**src/rtl/fetch_pkg.sv**
```systemverilog
// Shared fetch-stage definitions: default widths, the reset fetch address and
// the {pc, inst} entry carried through the prefetch queue.
package fetch_pkg;

   localparam int XLEN_DEFAULT = 32;
   localparam logic [XLEN_DEFAULT-1:0] RESET_PC_DEFAULT = 32'h0;

   typedef struct packed {
      logic [XLEN_DEFAULT-1:0] pc;
      logic [XLEN_DEFAULT-1:0] inst;
   } fetch_entry_t;

   localparam int ENTRY_BITS = $bits(fetch_entry_t);

endpackage

```
**src/rtl/fetch_fifo.sv**
```systemverilog
// Synchronous DEPTH-entry FIFO with a one-cycle clear; read data is the
// current head, so the consumer sees it combinationally.
module fetch_fifo
   import fetch_pkg::*;
#(
   parameter int DEPTH = 4,
   parameter int WIDTH = ENTRY_BITS
) (
   input  logic                       clk,
   input  logic                       rst_n,
   input  logic                       clear,
   input  logic                       push,
   input  logic [WIDTH-1:0]           wdata,
   input  logic                       pop,
   output logic [WIDTH-1:0]           rdata,
   output logic [$clog2(DEPTH+1)-1:0] count
);

   localparam int AW = $clog2(DEPTH);
   localparam int CW = $clog2(DEPTH+1);
   localparam logic [CW-1:0] FULL = CW'(DEPTH);

   logic [WIDTH-1:0] mem [DEPTH];
   logic [AW-1:0]    wptr;
   logic [AW-1:0]    rptr;

   // DEPTH is a power of two, so the pointers wrap by plain overflow
   always_ff @(posedge clk or negedge rst_n) begin
      if (!rst_n) begin
         wptr  <= '0;
         rptr  <= '0;
         count <= '0;
      end else if (clear) begin
         wptr  <= '0;
         rptr  <= '0;
         count <= '0;
      end else begin
         if (push) wptr <= wptr + AW'(1);
         if (pop)  rptr <= rptr + AW'(1);
         unique case ({push, pop})
            2'b10:   count <= count + CW'(1);
            2'b01:   count <= count - CW'(1);
            default: count <= count;
         endcase
      end
   end

   always_ff @(posedge clk) begin
      if (push && !clear) mem[wptr] <= wdata;
   end

   assign rdata = mem[rptr];

   always_ff @(posedge clk) begin
      if (rst_n && !clear) begin
         assert (!(push && !pop && count == FULL));
         assert (!(pop && count == '0));
      end
   end

endmodule

```
**src/rtl/inst_prefetch.sv**
```systemverilog
// Instruction-fetch stage: sequential fetch over req/gnt/rvalid memory, a
// prefetch queue toward decode, and redirect flushing of queued and in-flight words.
module inst_prefetch
   import fetch_pkg::*;
#(
   parameter int              XLEN      = XLEN_DEFAULT,
   parameter int              DEPTH     = 4,
   parameter int              MAX_OUTST = 2,
   parameter logic [XLEN-1:0] RESET_PC  = XLEN'(RESET_PC_DEFAULT)
) (
   input  logic            clk,
   input  logic            rst_n,
   input  logic            jmp,
   input  logic [XLEN-1:0] pc_jmp_i,
   input  logic            branch,
   input  logic [XLEN-1:0] pc_branch_i,
   output logic            imem_req_o,
   output logic [XLEN-1:0] imem_addr_o,
   input  logic            imem_gnt_i,
   input  logic            imem_rvalid_i,
   input  logic [XLEN-1:0] imem_rdata_i,
   output logic            inst_valid_o,
   input  logic            inst_ready_i,
   output logic [XLEN-1:0] inst_o,
   output logic [XLEN-1:0] pc_o
);

   localparam int CW = $clog2(DEPTH+1);
   localparam logic [CW-1:0] MAX_W   = CW'(MAX_OUTST);
   localparam logic [CW:0]   DEPTH_W = (CW+1)'(DEPTH);
   localparam logic [XLEN-1:0] STEP  = XLEN'(4);

   logic [XLEN-1:0]   fpc;
   logic [XLEN-1:0]   rpc;
   logic [XLEN-1:0]   target;
   logic [CW-1:0]     outst;
   logic [CW-1:0]     drop;
   logic [CW-1:0]     count;
   logic [2*XLEN-1:0] head;
   logic              redirect;
   logic              issue;
   logic              push;
   logic              pop;

   // Credits count both in-flight words and queued words, so every granted
   // request is guaranteed a queue slot when its response arrives.
   always_comb begin
      redirect     = jmp | branch;
      target       = jmp ? pc_jmp_i : pc_branch_i;
      target[1:0]  = 2'b00;
      imem_req_o   = rst_n & ~redirect & (outst < MAX_W) &
                     (({1'b0, outst} + {1'b0, count}) < DEPTH_W);
      imem_addr_o  = fpc;
      issue        = imem_req_o & imem_gnt_i;
      push         = imem_rvalid_i & ~redirect & (drop == '0);
      inst_valid_o = (count != '0) & ~redirect;
      pop          = inst_valid_o & inst_ready_i;
      inst_o       = (count != '0) ? head[XLEN-1:0] : '0;
      pc_o         = (count != '0) ? head[2*XLEN-1:XLEN] : '0;
   end

   // On redirect every request still outstanding after this edge belongs to
   // the old path, so all of them are marked for discard.
   always_ff @(posedge clk or negedge rst_n) begin
      if (!rst_n) begin
         fpc   <= RESET_PC;
         rpc   <= RESET_PC;
         outst <= '0;
         drop  <= '0;
      end else begin
         outst <= outst + CW'(issue) - CW'(imem_rvalid_i);
         if (redirect) begin
            fpc  <= target;
            rpc  <= target;
            drop <= outst - CW'(imem_rvalid_i);
         end else begin
            if (issue) fpc <= fpc + STEP;
            if (push)  rpc <= rpc + STEP;
            if (imem_rvalid_i && drop != '0) drop <= drop - CW'(1);
         end
      end
   end

   fetch_fifo #(
      .DEPTH (DEPTH),
      .WIDTH (2*XLEN)
   ) u_fifo (
      .clk   (clk),
      .rst_n (rst_n),
      .clear (redirect),
      .push  (push),
      .wdata ({rpc, imem_rdata_i}),
      .pop   (pop),
      .rdata (head),
      .count (count)
   );

   always_ff @(posedge clk) begin
      if (rst_n) assert (!(imem_rvalid_i && outst == '0));
   end

endmodule

```
**config.mk**
```make
export PLATFORM = sky130hd
export DESIGN_NAME = inst_prefetch
export DESIGN_NICKNAME = d
export VERILOG_FILES = /design/src/rtl/fetch_pkg.sv /design/src/rtl/fetch_fifo.sv /design/src/rtl/inst_prefetch.sv
export SDC_FILE = /design/constraint.sdc
export NUM_CORES = 1
export LEC_CHECK = 0
export ABC_AREA = 1
export CORE_UTILIZATION = 40
export DETAILED_ROUTE_END_ITERATION = 7
export PLACE_DENSITY_LB_ADDON = 0.05
export SETUP_SLACK_MARGIN = 0.2
export SYNTH_ARGS = -nofsm -noshare
export SYNTH_HDL_FRONTEND = slang
export SYNTH_SLANG_ARGS = --single-unit
```
**constraint.sdc**
```tcl
create_clock -name clk -period 4.15 [get_ports clk]
set_input_delay 1.0375 -clock clk [delete_from_list [all_inputs] [get_ports clk]]
set_output_delay 1.0375 -clock clk [all_outputs]
set_load 0.01 [all_outputs]
```
==> metrics, run 1 <==
Leak Pwr a little over 7 nW; Max H-tree Level 2; Primary FF master, synth edfxtp_1; Crit-path slowest cell clkdlybuf4s50_1; Synth Area per Inst 9.18 um2; Max-slew headroom between 40% and 50%; Synth Area in Simple Gates approximately a fifth; dpl ws just over 0.5 ns; ANT cells 0; share of cells above drive strength 1 5.28%; PnR worst setup slack 0.426 ns; total iterations of the first detailed-routing run 6; outcome completed; Power per Cell Area 439 nW/um2; setup bufs post-CTS 0; Worst Setup End Kind primary output; nets@finish 1948; worst hold path type flop to flop; Clk Latency, worst-skew pair 0.52 ns; Post-Syn Area 15100 um2; final instance area 18900 um2; die area ~39000 um2; Cell Rows 70; clk sinks 321; die extent in x 196 um; antenna violations before repair 0; register bit total from synthesis 321; Worst-Margin Slew 0.831 ns; final wirelength between 40 and 50 mm; I/O Pins 201; DR WL met2 18.7 mm; CTS tree yes; final hold vios 0; placed wire-length estimate 25.3 mm; Critical path buffers and inverters 3; CP startpoint kind flop; post-synthesis sequential area ratio 61.4%; top cells by count, synth nor2_1 (444), nand2_1 (287), edfxtp_1 (248); Cell Count, Final, Fillers Out 2361; Synth cell types 35; Synth warnings 0; dpl cell area 17700 um2; synth top area cells edfxtp_1 (49%), dfrtp_1 (12%), nor2_1 (11%); clk_skew 0.0103 ns; Placed Instances 2293; number of global-route vias before repair 11400; Setup Crit Path Kind flop to primary output; metal3 WL 2.17 mm; final setup fails 0; global-route wire length before repair roughly 63 mm; XOR/XNOR share of the synthesized area 0.348%; leading area contributor after synthesis edfxtp_1; Wirelength per Cell around 17 um; Worst-path clk slew 0.06 ns; worst vdd ir 0.228 mV; number of port buffers 192; CP Data Arrival Time 2.69 ns; highest routed layer met4; post-synth top area share 49.3%; Post-synth EDFFs ~250; GPL Wtd Cong 0.870; CP Max Fanout 83; Root Driver clkbuf_16; asr flop ratio synth 22.7%; Synth Area in Compound Gates 11.3%; largest net degree at the start of global routing 125; CTS Hold Bufs 0; DRT antenna net count 0; max_cap viols 0; Finished Core Util 51.2%; delay of the slowest cell on the worst path 0.61 ns; Remaining DRCs 0; post-synthesis adder-cell area fraction 1.51%; Overall Global Routing Usage 20.9%; fin crit share 89.7%; post-synthesis mux area share 0%; CTS Buf Count 37; Initial Util 40.9%; Vert. Die Dim 196 um; DR vias/cell 5.00; fin crit period ~3.7 ns; crit-path cells inv_2, buf_12, o21ai_0, a21oi_1, clkdlybuf4s50_1; Top Family by Delay on Critical Path buffers and inverters; 1st-iter DRT viols 663; top-count cell post-synth nor2_1; Critical Path RT a little over 3 ns; hold slack final 0.517 ns; Core Region 36900 um2; final count of pins violating max slew 0; Resized Gates After CTS 0; Max Clk Rate 0.269 GHz; via count roughly 12000; maximum clock path buffer count 3; M1 wire length 18.4 mm; largest family of logic cells by synthesized area simple AND/OR/NAND/NOR gates; cells after synthesis 1645; grt total ovfl 0; area growth from synthesis to layout 25.0%; unrepaired setup endpoints after global routing false
## final cells by class
cell class                 instances  area, um2
fill                            3406      18000
tap                              504        631
clock inverter                    18        214
sequential                       321       9280
multi-input combinational       1157       5170
clock buffer                      50        996
inverter                          93        349
timing repair buffer             218       2230
## worst reg2reg max path, cell delays in order (launching register included)
cell and delay (ns):
dfrtp_1 0.45, ha_1 0.30, nand2_1 0.06, nor2_1 0.05
nor2_1 0.17, nand3b_4 0.20, ha_1 0.33, inv_1 0.04
ha_1 0.18, fa_1 0.38, xnor2_1 0.13
## power by group
part	switching, mW	internal, mW	total (mW)
Combinational	0.682	0.533	1.22
Sequential	0.204	3.65	3.85
Clock	1.27	1.95	3.22
Total	2.15	6.13	8.28
## state kept, by name (all words and copies together) (netlist names)
register / flops
u_fifo.mem: 248
imem_addr_o: 30
rpc: 30
drop: 3
outst: 3
u_fifo.count: 3
u_fifo.rptr: 2
u_fifo.wptr: 2
## kinds of logic after synthesis
family	Yosys count
and+or+nand+nor	801
AOI/OAI and AO/OA	329
DFF	321
buffers and inverters	170
adders and majority gates	17
xor gates and xnor gates	6
other	1
## path summary, 6_finish.rpt
path / startpoint / cells past startpoint / slack (ns) / to
max in group asynchronous: rst_n / 3 / 2.52 / u_fifo.rptr[0]$_DFFE_PN0P_
min in group asynchronous: rst_n / 2 / 0.60 / imem_addr_o[24]$_DFFE_PN0P_
hold / removal: outst[0]$_DFF_PN0_ / 1 / 0.52 / outst[0]$_DFF_PN0_
setup reg to reg: u_fifo.count[1]$_DFFE_PN0P_ / 10 / 1.76 / outst[2]$_DFF_PN0_
hold reg to reg: outst[0]$_DFF_PN0_ / 1 / 0.52 / outst[0]$_DFF_PN0_
setup / recovery: u_fifo.rptr[0]$_DFFE_PN0P_ / 5 / 0.43 / inst_o[1]
## per-layer routing
| metal | GRT usage, % | vias to the layer above |
|---|---|---|
| li1 | - | 5867 |
| met1 | 28.1 | 5561 |
| met2 | 34.6 | 309 |
| met3 | 3.64 | 65 |
| met4 | 6.08 | 0 |
| met5 | 0 | - |
## placed cells by master, fill, tap and decap left out, drive strengths merged, types with 6 or more instances in the layout
master | netlist | routed
buf | 36 | 27
or2 | 6 | 6
o21ai | 201 | 201
clkinv | 1 | 13
nor3 | 9 | 9
clkdlybuf4s50 | 0 | 191
a21oi | 102 | 102
nand3 | 46 | 46
nand2 | 288 | 288
a31oi | 9 | 9
nor2 | 447 | 447
clkbuf | 41 | 50
inv | 92 | 93
o211ai | 11 | 11
edfxtp | 248 | 248
ha | 15 | 15
dfrtp | 73 | 73
## metrics by stage
| stage | power [mW] | setup TNS, ns |
|---|---|---|
| finish | 8.28 | 0 |
| global route | 8.66 | 0 |
| CTS | 8.38 | 0 |
| detailed placement | 5.14 | 0 |
| global placement | 5.12 | 0 |
| floorplan | 4.50 | -157.79 |
(Power assumes the default switching activity.)
==> run 2, diff against run 1 <==
REMOVE_ABC_BUFFERS = 1   (was default)
==> metrics, run 2 (synthesis results as in run 1) <==
outcome completed (unchanged); Resized Gates After CTS 0 (unchanged); Crit-path slowest cell clkdlybuf4s50_1 (unchanged); final hold vios 0 (unchanged); DRT antenna net count 0 (unchanged); CTS tree yes (unchanged); Worst Setup End Kind primary output (unchanged); Seq. cell area 9280 um2 (unchanged); commonest non-fill, non-tap cells in the layout nor2_1 (440), nand2_1 (287), edfxtp_1 (248) (unchanged); Wirelength per Cell 16.9 um (was 17.1 um); Vert. Die Dim 196 um (unchanged); max_cap viols 0 (unchanged); Setup Crit Path Kind flop to primary output (unchanged); hold_sp outst[0]$_DFF_PN0_ (unchanged); CP Max Fanout 46 (was 83); unrepaired setup endpoints after global routing false (unchanged); Leak Pwr 7.11 nW (was 7.13 nW); worst r2r src u_fifo.count[1]$_DFFE_PN0P_ (unchanged); crit-path cells inv_2, buf_12, o21ai_0, a21oi_1, clkdlybuf4s50_1 (unchanged); Worst Hold End outst[0]$_DFF_PN0_ (unchanged); total iterations of the first detailed-routing run 5 (was 6); Worst-path clk slew 0.06 ns (about the same); delay of the slowest cell on the worst path 0.59 ns (was 0.61 ns); I/O Pins 201 (unchanged); Worst-Margin Slew 0.757 ns (was 0.831 ns); # fillers 3426 (was 3406); largest net degree at the start of global routing 125 (unchanged); final count of pins violating max slew 0 (unchanged); ANT cells 0 (unchanged); die extent in x 196 um (unchanged); maximum clock path buffer count 3 (unchanged); worst hold path type flop to flop (unchanged); CTS Buf Count 36 (was 37); final setup fails 0 (unchanged); Biggest register u_fifo.mem (unchanged); DR vias/cell 4.95 (was 5.00); area growth from synthesis to layout 24.7% (was 25.0%); GRT met3 Usage 3.49% (was 3.64%); share of cells above drive strength 1 5.34% (was 5.28%); antenna violations before repair 0 (unchanged); nets@finish 1948 (unchanged); Power per Cell Area 436 nW/um2 (was 439 nW/um2); global-route wire length before repair 62.1 mm (was 62.8 mm); Critical path buffers and inverters 3 (unchanged); footprint of the multi-input gates 5170 um2 (unchanged); Most Crowded Layer GR met2 (unchanged); via count 11700 (was 11800); grt total ovfl 0 (unchanged); Max H-tree Level 2 (unchanged); CTS Hold Bufs 0 (unchanged); CP startpoint kind flop (unchanged); number of global-route vias before repair 11200 (was 11400); Max Clk Rate 0.270 GHz (was 0.269 GHz); R2R Setup Slk 1.75 ns (was 1.76 ns); commonest non-fill, non-tap cell in the layout nor2_1 (unchanged); fin crit share 89.4% (was 89.7%); final instance area 18800 um2 (was 18900 um2); worst vdd ir 0.241 mV (was 0.228 mV); 1st-iter DRT viols 687 (was 663); Clk Latency, worst-skew pair 0.53 ns (was 0.52 ns); Overall Global Routing Usage 20.8% (was 20.9%); final wirelength 39.9 mm (was 40.3 mm); Critical Path RT 3.11 ns (about the same); CP Data Arrival Time 2.67 ns (was 2.69 ns); fin crit period 3.71 ns (was 3.72 ns); clk_skew 0.0170 ns (was 0.0103 ns); Top Family by Delay on Critical Path buffers and inverters (unchanged); clk sinks 321 (unchanged); Hold Crit Depth 1 (unchanged); dpl cell area 17700 um2 (about the same); Cell Rows 70 (unchanged); setup bufs post-CTS 0 (unchanged); Core Region 36900 um2 (unchanged); GPL Wtd Cong 0.873 (was 0.870); number of port buffers 192 (unchanged); met1 Usage GRT 28.3% (was 28.1%); worst-case reg-to-reg path depth 10 (unchanged); die area 38500 um2 (unchanged); setup TNS 0 ns (unchanged); Remaining DRCs 0 (unchanged); stages on the worst setup path 5 (unchanged); worst flop-to-flop path endpoint outst[2]$_DFF_PN0_ (unchanged); Max-slew headroom 49.5% (was 44.6%); Root Driver clkbuf_16 (unchanged); placed wire-length estimate 24.9 mm (was 25.3 mm); met2 usage 34.2% (was 34.6%); max reg flops 248 (unchanged); Initial Util 40.9% (unchanged)
-- run 2: per-layer routing --
metal  wire length, um  vias to the layer above
met5                 0                        -
met4               938                        0
li1                  -                     5876
met3              2000                       50
met2             18600                      312
met1             18400                     5427
-- run 2: cell type report --
cell class | instances | area share [%]
tap | 504 | 3.35
multi-input combinational | 1157 | 27.5
sequential | 321 | 49.3
clock buffer | 41 | 5.00
inverter | 93 | 1.85
timing repair buffer | 219 | 11.9
clock inverter | 22 | 1.16
-- run 2: worst max-delay path by stage --
| stage | startpoint | end | slack [ns] |
|---|---|---|---|
| final | u_fifo.rptr[0]$_DFFE_PN0P_ | pc_o[18] | 0.44 |
| after global routing | u_fifo.rptr[1]$_DFFE_PN0P_ | pc_o[20] | 0.26 |
| after CTS | u_fifo.rptr[0]$_DFFE_PN0P_ | pc_o[18] | 0.31 |
| after detailed placement | jmp | imem_addr_o[30]$_DFFE_PN0P_ | 0.48 |
| after global placement | jmp | inst_valid_o | 0.51 |
| after floorplan | jmp | u_fifo.mem[0][0]$_DFFE_PP_ | -1.62 |
-- run 2: per-stage QoR --
stage / setup WS, ns / hold WS [ns] / power [mW] / instances / utilization [%]
after floorplan: -1.62 / 0.478 / 4.47 / 1571 / -
after global placement: 0.506 / 0.493 / 5.12 / 2294 / 47.9
after detailed placement: 0.479 / 0.504 / 5.14 / 2294 / 47.9
after CTS: 0.312 / 0.517 / 8.29 / 2357 / 51.1
after global routing: 0.260 / 0.540 / 8.56 / 2357 / 51.1
final: 0.440 / 0.514 / 8.21 / 2357 / 51.1
-- run 2: where the power goes --
| part | internal [mW] | total [mW] | switching, mW |
|---|---|---|---|
| Combinational | 0.534 | 1.22 | 0.685 |
| Sequential | 3.65 | 3.85 | 0.199 |
| Clock | 1.88 | 3.14 | 1.26 |
| Total | 6.06 | 8.21 | 2.15 |
==> run 3, diff against run 2 <==
GPL_TIMING_DRIVEN = 0   (was default)
SYNTH_HIERARCHICAL = 1   (was default)
==> metrics, run 3 <==
outcome completed (unchanged); fin crit period 3.78 ns (was 3.71 ns); fin crit share 91.1% (was 89.4%); final wirelength 40.6 mm (was 39.9 mm); DRT antenna net count 0 (unchanged); CP Max Fanout 33 (was 46); CP startpoint kind input port (was flop); clk sinks 329 (was 321); leading area contributor after synthesis edfxtp_1 (unchanged); total iterations of the first detailed-routing run 6 (was 5); via count 11900 (was 11700); die extent in x 199 um (was 196 um); Crit-path slowest cell clkdlybuf4s50_1 (unchanged); top cells by count, synth nor2_1 (403), edfxtp_1 (256), nand2_1 (226) (was nor2_1 (444), nand2_1 (287), edfxtp_1 (248)); Remaining DRCs 0 (unchanged); Critical path buffers and inverters 3 (unchanged); worst-case reg-to-reg path depth 9 (was 10); Post-Syn Area 15500 um2 (was 15100 um2); number of global-route vias before repair 11400 (was 11200); Top Family by Delay on Critical Path buffers and inverters (unchanged); 1st-iter DRT viols 618 (was 687); placed wire-length estimate 25.9 mm (was 24.9 mm); worst r2r src drop[0]$_DFFE_PN0P_ (was u_fifo.count[1]$_DFFE_PN0P_); Cell Rows 71 (was 70); Root Driver clkbuf_16 (unchanged); Primary FF master, synth edfxtp_1 (unchanged); Max H-tree Level 2 (unchanged); Synth warnings 6 (was 0); maximum clock path buffer count 3 (unchanged); final count of pins violating max slew 0 (unchanged); unrepaired setup endpoints after global routing true (was false); CTS tree yes (unchanged); Critical Path RT 3.11 ns (about the same); ANT cells 0 (unchanged); CTS Buf Count 37 (was 36); stages on the worst setup path 6 (was 5); Max-slew headroom 24.8% (was 49.5%); worst hold path type input port to asynchronous set/reset pin (was flop to flop); crit-path cells clkbuf_8, buf_16, nand3_1, nor2_1, and2_2, clkdlybuf4s50_1 (was inv_2, buf_12, o21ai_0, a21oi_1, clkdlybuf4s50_1); grt total ovfl 0 (unchanged); antenna violations before repair 0 (unchanged); final setup fails 0 (unchanged); asr flop ratio synth 22.2% (was 22.7%); max_cap viols 0 (unchanged); Finished Core Util 50.9% (was 51.1%); Core Region 37900 um2 (was 36900 um2); Clk Latency, worst-skew pair 0.52 ns (was 0.53 ns); final instance area 19300 um2 (was 18800 um2); top-count cell post-synth nor2_1 (unchanged); CP Data Arrival Time 2.74 ns (was 2.67 ns); largest net degree at the start of global routing 130 (was 125); max reg flops 256 (was 248); Synth Area per Inst 9.47 um2 (was 9.18 um2); nets@finish 1946 (was 1948); Worst-Margin Slew 1.13 ns (was 0.757 ns); Initial Util 40.9% (about the same); post-synth top area share 49.6% (was 49.3%); Max Clk Rate 0.264 GHz (was 0.270 GHz); area growth from synthesis to layout 24.5% (was 24.7%); DR vias/cell 5.04 (was 4.95); Worst Setup SP rst_n (was u_fifo.rptr[0]$_DFFE_PN0P_); register bit total from synthesis 329 (was 321); Worst Setup End Kind primary output (unchanged); synth top area cells edfxtp_1 (50%), dfrtp_1 (12%), nor2_1 (9.8%) (was edfxtp_1 (49%), dfrtp_1 (12%), nor2_1 (11%)); Post-synth EDFFs 256 (was 248); commonest non-fill, non-tap cells in the layout nor2_1 (399), edfxtp_1 (256), nand2_1 (226) (was nor2_1 (440), nand2_1 (287), edfxtp_1 (248)); Worst-path clk slew 0.06 ns (about the same); CTS Hold Bufs 0 (unchanged); Leak Pwr 7.39 nW (was 7.11 nW); clk_skew 0.0172 ns (was 0.0170 ns); delay of the slowest cell on the worst path 0.56 ns (was 0.59 ns); Overall Global Routing Usage 20.6% (was 20.8%); GPL Wtd Cong 0.842 (was 0.873); Wirelength per Cell 17.2 um (was 16.9 um); Biggest register u_fifo/mem (was u_fifo.mem); dpl cell area 18100 um2 (was 17700 um2); die area 39500 um2 (was 38500 um2); number of port buffers 194 (was 192); Vert. Die Dim 199 um (was 196 um); post-synthesis sequential area ratio 61.4% (about the same); commonest non-fill, non-tap cell in the layout nor2_1 (unchanged); final hold vios 0 (unchanged); Setup Crit Path Kind input port to primary output (was flop to primary output); Synth cell types 39 (was 35); share of cells above drive strength 1 5.30% (was 5.34%); cells after synthesis 1636 (was 1645); Power per Cell Area 395 nW/um2 (was 436 nW/um2); worst vdd ir 0.259 mV (was 0.241 mV); I/O Pins 201 (unchanged); global-route wire length before repair 63.1 mm (was 62.1 mm)
==> run 3: cell count changes after synthesis, sizes merged, moves of 19 or more <==
cell	change
o22ai	+65
inv	+60
nand2	-59
a21oi	-42
nor2	-38
o21ai	-19
==> run 3: logic make-up after synthesis <==
| logic type | share of synthesized area [%] |
|---|---|
| other cells | 0.0242 |
| compound gates | 11.5 |
| flops | 61.4 |
| fa+ha+maj | 1.47 |
| buf+inv | 6.55 |
| xor+xnor | 0.396 |
| simple gates | 18.7 |
==> run 3: per-layer routing <==
metal	track usage, %	up-vias	routed length (um)
li1	-	5898	-
met1	28.5	5650	18900
met2	33.2	292	18600
met3	3.58	60	2210
met4	5.56	0	884
met5	0	-	0
==> run 3: where the power goes <==
part | switching, mW | total, mW | internal (mW)
combinational | 0.459 | 0.820 | 0.361
sequential | 0.202 | 3.93 | 3.73
clock | 1.23 | 2.88 | 1.64
total | 1.89 | 7.63 | 5.74
==> run 3: worst register-to-register path, stage by stage, from the launching register on <==
cell and delay, ns:
dfrtp_1 0.36, inv_1 0.09, ha_1 0.16, ha_1 0.22, nand2_1 0.26, nor2_1 0.40, nand2_1 0.33, nor2_4 0.70
buf_12 0.27, buf_12 0.24
==> run 3: worst paths after layout <==
| kind | to | slack, ns |
|---|---|---|
| setup / recovery | imem_req_o | 0.37 |
| hold / removal | imem_addr_o[31]$_DFFE_PN0P_ | 0.42 |
| setup reg to reg | u_fifo/mem[1][7]$_DFFE_PP_ | 0.81 |
| hold reg to reg | outst[0]$_DFF_PN0_ | 0.52 |
| max in group asynchronous | imem_addr_o[5]$_DFFE_PN0P_ | 3.23 |
| min in group clk | outst[0]$_DFF_PN0_ | 0.52 |
==> run 3: final cells by class <==
cell class / instances / area (um2)
Multi-Input combinational cell: 1086 / 5050
Clock inverter: 11 / 60.1
Clock buffer: 51 / 978
Inverter: 152 / 607
Tap cell: 511 / 639
Sequential cell: 329 / 9520
Timing Repair Buffer: 219 / 2430
Fill cell: 3568 / 18600
Timing Repair inverter: 1 / 8.76
==> run 3: repair_timing <==
action                                 in CTS  in global routing
setup endpoints to repair                 380                 46
gates cloned                                0                  2
endpoints found under the hold margin       0                  0
buffers inserted                            0                  2
resized for setup                          20                  9
==> run 3: stage by stage <==
stage / std cells / setup WS [ns] / TNS, ns / hold WS (ns) / power, mW
5_1_grt: 2360 / 0.193 / 0 / 0.422 / 7.99
3_3_place_gp: 2272 / -5.75 / -1977.69 / 0.493 / 4.79
6_report: 2360 / 0.368 / 0 / 0.420 / 7.63
2_1_floorplan: 1567 / -1.08 / -345.22 / 0.478 / 4.37
4_1_cts: 2356 / 0.145 / 0 / 0.403 / 7.72
3_5_place_dp: 2294 / -1.60 / -324.24 / 0.517 / 4.81
